### src/rtl/hazard_fwd_unit_if.sv
// Hazard/forwarding unit interface.
// Groups the decode-stage request signals and the unit's decisions.
//   master : decode-side control logic (drives id_*, ext_stall, kill_ex)
//   slave  : hazard_fwd_unit (drives stall, issue, fwd_*_sel, stall_cnt)
// Signals:
//   id_valid/id_rs1/id_rs1_used/id_rs2/id_rs2_used/id_rd/id_rd_we : ID instruction
//   id_is_load/id_is_branch/id_is_store : instruction class
//   ext_stall : whole-pipeline freeze, kill_ex : squash instruction entering EX
//   stall/issue : hazard decision, fwd_a_sel/fwd_b_sel : operand source selects
//   stall_cnt : saturating hazard-stall cycle count
interface hazard_fwd_unit_if #(
    parameter int REG_AW    = 5,
    parameter int FWD_DEPTH = 3,
    parameter int CNT_W     = 16
);
    localparam int SEL_W = $clog2(FWD_DEPTH + 1);

    logic              id_valid;
    logic [REG_AW-1:0] id_rs1;
    logic              id_rs1_used;
    logic [REG_AW-1:0] id_rs2;
    logic              id_rs2_used;
    logic [REG_AW-1:0] id_rd;
    logic              id_rd_we;
    logic              id_is_load;
    logic              id_is_branch;
    logic              id_is_store;
    logic              ext_stall;
    logic              kill_ex;
    logic              stall;
    logic              issue;
    logic [SEL_W-1:0]  fwd_a_sel;
    logic [SEL_W-1:0]  fwd_b_sel;
    logic [CNT_W-1:0]  stall_cnt;

    modport master (
        output id_valid, id_rs1, id_rs1_used, id_rs2, id_rs2_used, id_rd, id_rd_we,
               id_is_load, id_is_branch, id_is_store, ext_stall, kill_ex,
        input  stall, issue, fwd_a_sel, fwd_b_sel, stall_cnt
    );

    modport slave (
        input  id_valid, id_rs1, id_rs1_used, id_rs2, id_rs2_used, id_rd, id_rd_we,
               id_is_load, id_is_branch, id_is_store, ext_stall, kill_ex,
        output stall, issue, fwd_a_sel, fwd_b_sel, stall_cnt
    );
endinterface

### src/rtl/hazard_fwd_unit.sv
// Hazard-detection and forwarding unit for the in-order integer pipeline.
// A shift-register tracker records the destination of each instruction in
// EX/MEM/WB; the ID instruction's sources are matched against it to decide
// issue/stall and which tracker entry (if any) supplies each operand.
// Ports:
//   clk   : rising-edge clock
//   rst_n : asynchronous active-low reset (clears tracker and stall_cnt)
//   bus   : hazard_fwd_unit_if slave modport (ID request in, decisions out)
module hazard_fwd_unit #(
    parameter int REG_AW    = 5,
    parameter int FWD_DEPTH = 3,
    parameter int LOAD_LAT  = 1,
    parameter int CNT_W     = 16
) (
    input logic               clk,
    input logic               rst_n,
    hazard_fwd_unit_if.slave  bus
);
    localparam int SEL_W = $clog2(FWD_DEPTH + 1);
    localparam int IDX_W = SEL_W + 1;

    localparam logic [IDX_W-1:0] ZERO_C = {IDX_W{1'b0}};
    localparam logic [IDX_W-1:0] ONE_C  = {{(IDX_W-1){1'b0}}, 1'b1};
    localparam logic [IDX_W-1:0] LAT_C  = IDX_W'(LOAD_LAT);
    localparam logic [CNT_W-1:0] CNT_MAX_C = {CNT_W{1'b1}};

    typedef struct packed {
        logic             hit;
        logic             load;
        logic [IDX_W-1:0] k;
    } match_t;

    logic [FWD_DEPTH-1:0]             vld_q, vld_d;
    logic [FWD_DEPTH-1:0]             we_q, we_d;
    logic [FWD_DEPTH-1:0]             ld_q, ld_d;
    logic [FWD_DEPTH-1:0][REG_AW-1:0] rd_q, rd_d;
    logic [CNT_W-1:0]                 cnt_q, cnt_d;

    match_t           m_a_s, m_b_s;
    logic [IDX_W-1:0] req_a_s, req_b_s;
    logic             stall_s, issue_s;
    logic [SEL_W-1:0] sel_a_s, sel_b_s;

    // Youngest matching producer wins: scan oldest to youngest, overwriting.
    function automatic match_t find_match(
        input logic                             used,
        input logic [REG_AW-1:0]                src,
        input logic [FWD_DEPTH-1:0]             v,
        input logic [FWD_DEPTH-1:0]             w,
        input logic [FWD_DEPTH-1:0]             l,
        input logic [FWD_DEPTH-1:0][REG_AW-1:0] rd
    );
        match_t m;
        m = '{hit: 1'b0, load: 1'b0, k: {IDX_W{1'b0}}};
        for (int k = FWD_DEPTH - 1; k >= 0; k--) begin
            if (used && (src != {REG_AW{1'b0}}) && v[k] && w[k] && (rd[k] == src)) begin
                m.hit  = 1'b1;
                m.load = l[k];
                m.k    = IDX_W'(k);
            end else begin
                m = m;
            end
        end
        return m;
    endfunction

    // Source matching, readiness and the same-cycle issue/stall/select decision.
    always_comb begin
        m_a_s = find_match(bus.id_rs1_used, bus.id_rs1, vld_q, we_q, ld_q, rd_q);
        m_b_s = find_match(bus.id_rs2_used, bus.id_rs2, vld_q, we_q, ld_q, rd_q);

        // Branch operands are consumed one stage earlier, so need one more stage.
        req_a_s = (m_a_s.load ? LAT_C : ZERO_C) + (bus.id_is_branch ? ONE_C : ZERO_C);

        // Store data is consumed in MEM, one stage later; LOAD_LAT >= 1 keeps this >= 0.
        if (m_b_s.load) begin
            req_b_s = bus.id_is_store ? (LAT_C - ONE_C) : LAT_C;
        end else begin
            req_b_s = ZERO_C;
        end

        stall_s = bus.id_valid & ((m_a_s.hit & (m_a_s.k < req_a_s)) |
                                  (m_b_s.hit & (m_b_s.k < req_b_s)));
        issue_s = bus.id_valid & ~stall_s & ~bus.ext_stall;

        if (bus.id_valid && m_a_s.hit) begin
            sel_a_s = SEL_W'(m_a_s.k + ONE_C);
        end else begin
            sel_a_s = {SEL_W{1'b0}};
        end

        if (bus.id_valid && m_b_s.hit) begin
            sel_b_s = SEL_W'(m_b_s.k + ONE_C);
        end else begin
            sel_b_s = {SEL_W{1'b0}};
        end
    end

    // Tracker shift and stall counter next state; a freeze holds everything.
    always_comb begin
        vld_d = vld_q;
        we_d  = we_q;
        ld_d  = ld_q;
        rd_d  = rd_q;
        cnt_d = cnt_q;
        if (!bus.ext_stall) begin
            for (int k = FWD_DEPTH - 1; k > 0; k--) begin
                vld_d[k] = vld_q[k-1];
                we_d[k]  = we_q[k-1];
                ld_d[k]  = ld_q[k-1];
                rd_d[k]  = rd_q[k-1];
            end
            // A stalled or killed instruction leaves a bubble in EX.
            vld_d[0] = issue_s & ~bus.kill_ex;
            we_d[0]  = bus.id_rd_we & (bus.id_rd != {REG_AW{1'b0}});
            ld_d[0]  = bus.id_is_load;
            rd_d[0]  = bus.id_rd;
            if (stall_s && (cnt_q != CNT_MAX_C)) begin
                cnt_d = cnt_q + {{(CNT_W-1){1'b0}}, 1'b1};
            end else begin
                cnt_d = cnt_q;
            end
        end else begin
            cnt_d = cnt_q;
        end
    end

    // Tracker and counter state registers.
    always_ff @(posedge clk or negedge rst_n) begin
        if (!rst_n) begin
            vld_q <= {FWD_DEPTH{1'b0}};
            we_q  <= {FWD_DEPTH{1'b0}};
            ld_q  <= {FWD_DEPTH{1'b0}};
            rd_q  <= {(FWD_DEPTH*REG_AW){1'b0}};
            cnt_q <= {CNT_W{1'b0}};
        end else begin
            vld_q <= vld_d;
            we_q  <= we_d;
            ld_q  <= ld_d;
            rd_q  <= rd_d;
            cnt_q <= cnt_d;
        end
    end

    assign bus.stall     = stall_s;
    assign bus.issue     = issue_s;
    assign bus.fwd_a_sel = sel_a_s;
    assign bus.fwd_b_sel = sel_b_s;
    assign bus.stall_cnt = cnt_q;
endmodule

### src/flat_wrapper.sv
// flat-port wrapper written by rule: the top's interface ports become plain ports
module hazard_fwd_unit_flat 
#(
    parameter int REG_AW    = 5,
    parameter int FWD_DEPTH = 3,
    parameter int LOAD_LAT  = 1,
    parameter int CNT_W     = 16
)
  (clk, rst_n, bus_id_valid, bus_id_rs1, bus_id_rs1_used, bus_id_rs2, bus_id_rs2_used, bus_id_rd, bus_id_rd_we, bus_id_is_load, bus_id_is_branch, bus_id_is_store, bus_ext_stall, bus_kill_ex, bus_stall, bus_issue, bus_fwd_a_sel, bus_fwd_b_sel, bus_stall_cnt);
  hazard_fwd_unit_if #(.REG_AW(REG_AW), .FWD_DEPTH(FWD_DEPTH), .CNT_W(CNT_W)) bus_i ();
  input logic clk;
  input logic rst_n;
  input wire logic [$bits(bus_i.id_valid)-1:0] bus_id_valid;
  input wire logic [$bits(bus_i.id_rs1)-1:0] bus_id_rs1;
  input wire logic [$bits(bus_i.id_rs1_used)-1:0] bus_id_rs1_used;
  input wire logic [$bits(bus_i.id_rs2)-1:0] bus_id_rs2;
  input wire logic [$bits(bus_i.id_rs2_used)-1:0] bus_id_rs2_used;
  input wire logic [$bits(bus_i.id_rd)-1:0] bus_id_rd;
  input wire logic [$bits(bus_i.id_rd_we)-1:0] bus_id_rd_we;
  input wire logic [$bits(bus_i.id_is_load)-1:0] bus_id_is_load;
  input wire logic [$bits(bus_i.id_is_branch)-1:0] bus_id_is_branch;
  input wire logic [$bits(bus_i.id_is_store)-1:0] bus_id_is_store;
  input wire logic [$bits(bus_i.ext_stall)-1:0] bus_ext_stall;
  input wire logic [$bits(bus_i.kill_ex)-1:0] bus_kill_ex;
  output wire logic [$bits(bus_i.stall)-1:0] bus_stall;
  output wire logic [$bits(bus_i.issue)-1:0] bus_issue;
  output wire logic [$bits(bus_i.fwd_a_sel)-1:0] bus_fwd_a_sel;
  output wire logic [$bits(bus_i.fwd_b_sel)-1:0] bus_fwd_b_sel;
  output wire logic [$bits(bus_i.stall_cnt)-1:0] bus_stall_cnt;
  assign bus_i.id_valid = bus_id_valid;
  assign bus_i.id_rs1 = bus_id_rs1;
  assign bus_i.id_rs1_used = bus_id_rs1_used;
  assign bus_i.id_rs2 = bus_id_rs2;
  assign bus_i.id_rs2_used = bus_id_rs2_used;
  assign bus_i.id_rd = bus_id_rd;
  assign bus_i.id_rd_we = bus_id_rd_we;
  assign bus_i.id_is_load = bus_id_is_load;
  assign bus_i.id_is_branch = bus_id_is_branch;
  assign bus_i.id_is_store = bus_id_is_store;
  assign bus_i.ext_stall = bus_ext_stall;
  assign bus_i.kill_ex = bus_kill_ex;
  assign bus_stall = bus_i.stall;
  assign bus_issue = bus_i.issue;
  assign bus_fwd_a_sel = bus_i.fwd_a_sel;
  assign bus_fwd_b_sel = bus_i.fwd_b_sel;
  assign bus_stall_cnt = bus_i.stall_cnt;
  hazard_fwd_unit #(.REG_AW(REG_AW), .FWD_DEPTH(FWD_DEPTH), .LOAD_LAT(LOAD_LAT), .CNT_W(CNT_W)) u_core (.clk(clk), .rst_n(rst_n), .bus(bus_i));
endmodule
### config.mk
export PLATFORM = sky130hd
export DESIGN_NAME = hazard_fwd_unit_flat
export DESIGN_NICKNAME = d
export VERILOG_FILES = /design/src/rtl/hazard_fwd_unit_if.sv /design/src/rtl/hazard_fwd_unit.sv /design/src/flat_wrapper.sv
export SDC_FILE = /design/constraint.sdc
export NUM_CORES = 1
export LEC_CHECK = 0
export ABC_AREA = 1
export BUFFER_PORTS_ARGS = -buffer_cell sky130_fd_sc_hd__buf_2
export CAP_MARGIN = 10
export CORE_MARGIN = 4
export CORE_UTILIZATION = 54
export DETAILED_ROUTE_END_ITERATION = 7
export GPL_ROUTABILITY_DRIVEN = 0
export PLACE_DENSITY = 0.73
export REMOVE_ABC_BUFFERS = 1
export SYNTH_ARGS = -nofsm -noshare
export SYNTH_HDL_FRONTEND = slang
export SYNTH_SLANG_ARGS = --single-unit
### constraint.sdc
create_clock -name clk -period 2.85 [get_ports clk]
set_input_delay 0 -clock clk [delete_from_list [all_inputs] [get_ports clk]]
set_output_delay 0 -clock clk [all_outputs]
set_load 0.005 [all_outputs]
==> impl_metrics.ini <==
[clock_tree]
cts-root-buf = clkbuf_8
cts_made_buffers = 5
clkTransAtPathRegs_ps = 70
clock_path_buffers = 2
post_cts_resize_count = 0
cts_tree = built
htreeDepth = 2
cts_num_sinks = 40
clk_latency_ps = 290

[placement]
io_buffers = 47
hpwl_mm = 5.08

[hold_path]
hold_end = u_core.we_q[0]
hold-path-cell-count = 5
hp-start = bus_id_rd_we
min_path_type = in2reg

[grt]
grt_use_total_pct = 23.2
grt_max_degree = 41
grt_pass1_vias = 2486
antenna_found_initial = 0
grt_pass1_wl_mm = 11.7
overflow = 0

[detailed_routing]
wirelength_mm = 6.50
drc = 0
vias = 2639
via_per_inst = 5.17
wl_per_cell_um = 12.8
first_pass_iters = 5
drt_iter0_markers = 137
ant_nets = 0

[timing]
slew_viol_final = 0
skew_ps = 11.1
grt_setup_unrepaired = false
period_needed_ps = 2460
hold_viol = 0
maxSlewHeadroom_pct = 41.5
finalSetupViolations = 0
fmax_mhz = 407
finalSetupTns_ps = 0
post-route-period-util_pct = 86.2
worst_pin_slew_ps = 877

[worst_setup_path]
rr_startpoint = u_core.rd_q[9]
rrSetupSlack_ps = 390
rr_endpoint = u_core.bus.stall_cnt[1]
start_kind = flip-flop
path_class = reg2reg
cp_data_required_time_ps = 3010
end_kind = flip-flop
arrival_ps = 2610
r2r_cells = 16
crit_fanout = 6

[floorplan]
ios = 48
die_h_um = 79.0
dieArea_um2 = 6240
start_util_pct = 56.5
die_w_um = 79.0
rows = 25
design.core.area_um2 = 4820

[synth]
synth_area_um2 = 2720
netlist_instances = 385
yosysWarnings = 0
synthFlopType = dfrtp_1
ys_seq_area_share_pct = 36.8
synth_cell_types = 34
synth_seq_cells = 40
synth-edff-count = 0
syn_avg_cell_area_um2 = 7.07
async_reset_ff_share_pct = 100

[finish]
drive_above_1_share_pct = 19.0
multi_input_area_um2 = 1470
syn_to_final_growth_pct = 17.0
fin_util_pct = 66.1
nFillCells = 475
regArea_um2 = 1000
nNetsFinal = 472
antennaDiodeCount = 0
final_common_cell = nand2_1
final_cell_mix = nand2_1 (121), buf_2 (47), inv_1 (43)

[job]
maxCapViolCount = 0

[run_status]
status = finished, final reports clean

[power_and_ir_drop]
power_density_nw_per_um2 = 382
leakagePower_nw = 1.69
vdd_drop_max_mv = 0.262
flip-flops by register name, indices dropped and copies added, names as in the netlist:
register,count
u_core.we_q,3
u_core.rd_q,15
u_core.bus.stall_cnt,16
u_core.ld_q,3
u_core.vld_q,3
worst max-delay path by stage:
stage | from | depth (start not counted) | slack, ps | end
2_1_floorplan | u_core.rd_q[9] | 17 | 710 | u_core.bus.stall_cnt[11]
5_1_grt | u_core.rd_q[9] | 16 | 140 | u_core.bus.stall_cnt[12]
3_3_place_gp | u_core.we_q[1] | 15 | 460 | u_core.bus.stall_cnt[2]
3_5_place_dp | u_core.rd_q[9] | 15 | 380 | u_core.bus.stall_cnt[15]
4_1_cts | u_core.rd_q[9] | 14 | 150 | bus_stall
6_report | u_core.rd_q[9] | 16 | 390 | u_core.bus.stall_cnt[1]
critical path: stages (launching register included):
cell and delay [ps]:
dfrtp_1 410, inv_1 110, a21oi_1 150, o21ai_0 150, nor2_2 140, nand3_2 100, o22ai_1 130, nor2_1 70
ha_1 170, inv_1 50, ha_1 220, nand2_2 90, nand2_4 70, nand2_4 100, nand2_1 60, nor2_1 190
o21ai_0 120
layer usage:
metal  track usage, %  routed length [um]  part of all wire [%]  up-vias
met5                0                   0                     0        -
met4             5.15                  32                  0.49        0
met3             5.10                 390                   6.0        4
met2             34.3                2850                    44       80
met1             34.6                3230                    50     1208
li1                 -                   -                     -     1347
cell usage after synthesis (4+ instances only):
cell | n | area [um^2]
xnor2_1 | 6 | 52.6
nand2_1 | 121 | 454
inv_2 | 7 | 26.3
dfrtp_1 | 40 | 1000
a21oi_1 | 7 | 35.0
xor2_1 | 18 | 158
nor3_1 | 8 | 40.0
nor2_1 | 31 | 116
clkbuf_1 | 4 | 15.0
nand3_1 | 15 | 75.1
o21ai_0 | 24 | 120
inv_1 | 43 | 161
nand4_1 | 22 | 138
nor2_2 | 4 | 25.0
cell type report:
cell class,instances,share of cell area (%)
clock buffers,6,2.28
clock inverters,1,0.157
inverters,51,6.05
multi-input cells,284,46.1
flip-flops and latches,40,31.4
well taps,67,2.63
repair buffers,61,11.3
report_power, final:
group          switching, mW  internal [mW]
Sequential            0.0394          0.606
Combinational          0.132         0.0808
Clock                  0.191          0.167
logic make-up after synthesis:
group           after synthesis  synth area share [%]
fa+ha+maj                     3                  1.38
buf+inv                      61                  9.28
xor+xnor                     24                  7.72
flops                        40                  36.8
simple gates                218                  36.8
compound gates               39                  8.04
through the flow:
stage	power (mW)	setup WS [ps]	cell area, um^2	std cells	hold slack [ps]
2_1_floorplan	0.771	713	2660	375	-296
5_1_grt	1.29	136	3180	510	111
4_1_cts	1.23	154	3160	507	57.9
3_5_place_dp	0.860	384	3000	492	180
6_report	1.22	394	3180	510	84.3
3_3_place_gp	0.855	463	3000	492	181
what timing repair did:
action,in CTS,in global routing
hold buffers,8,0
hold endpoints to repair,47,0
buffers inserted,0,3
setup endpoints to repair,0,1
(Power assumes the default switching activity.)
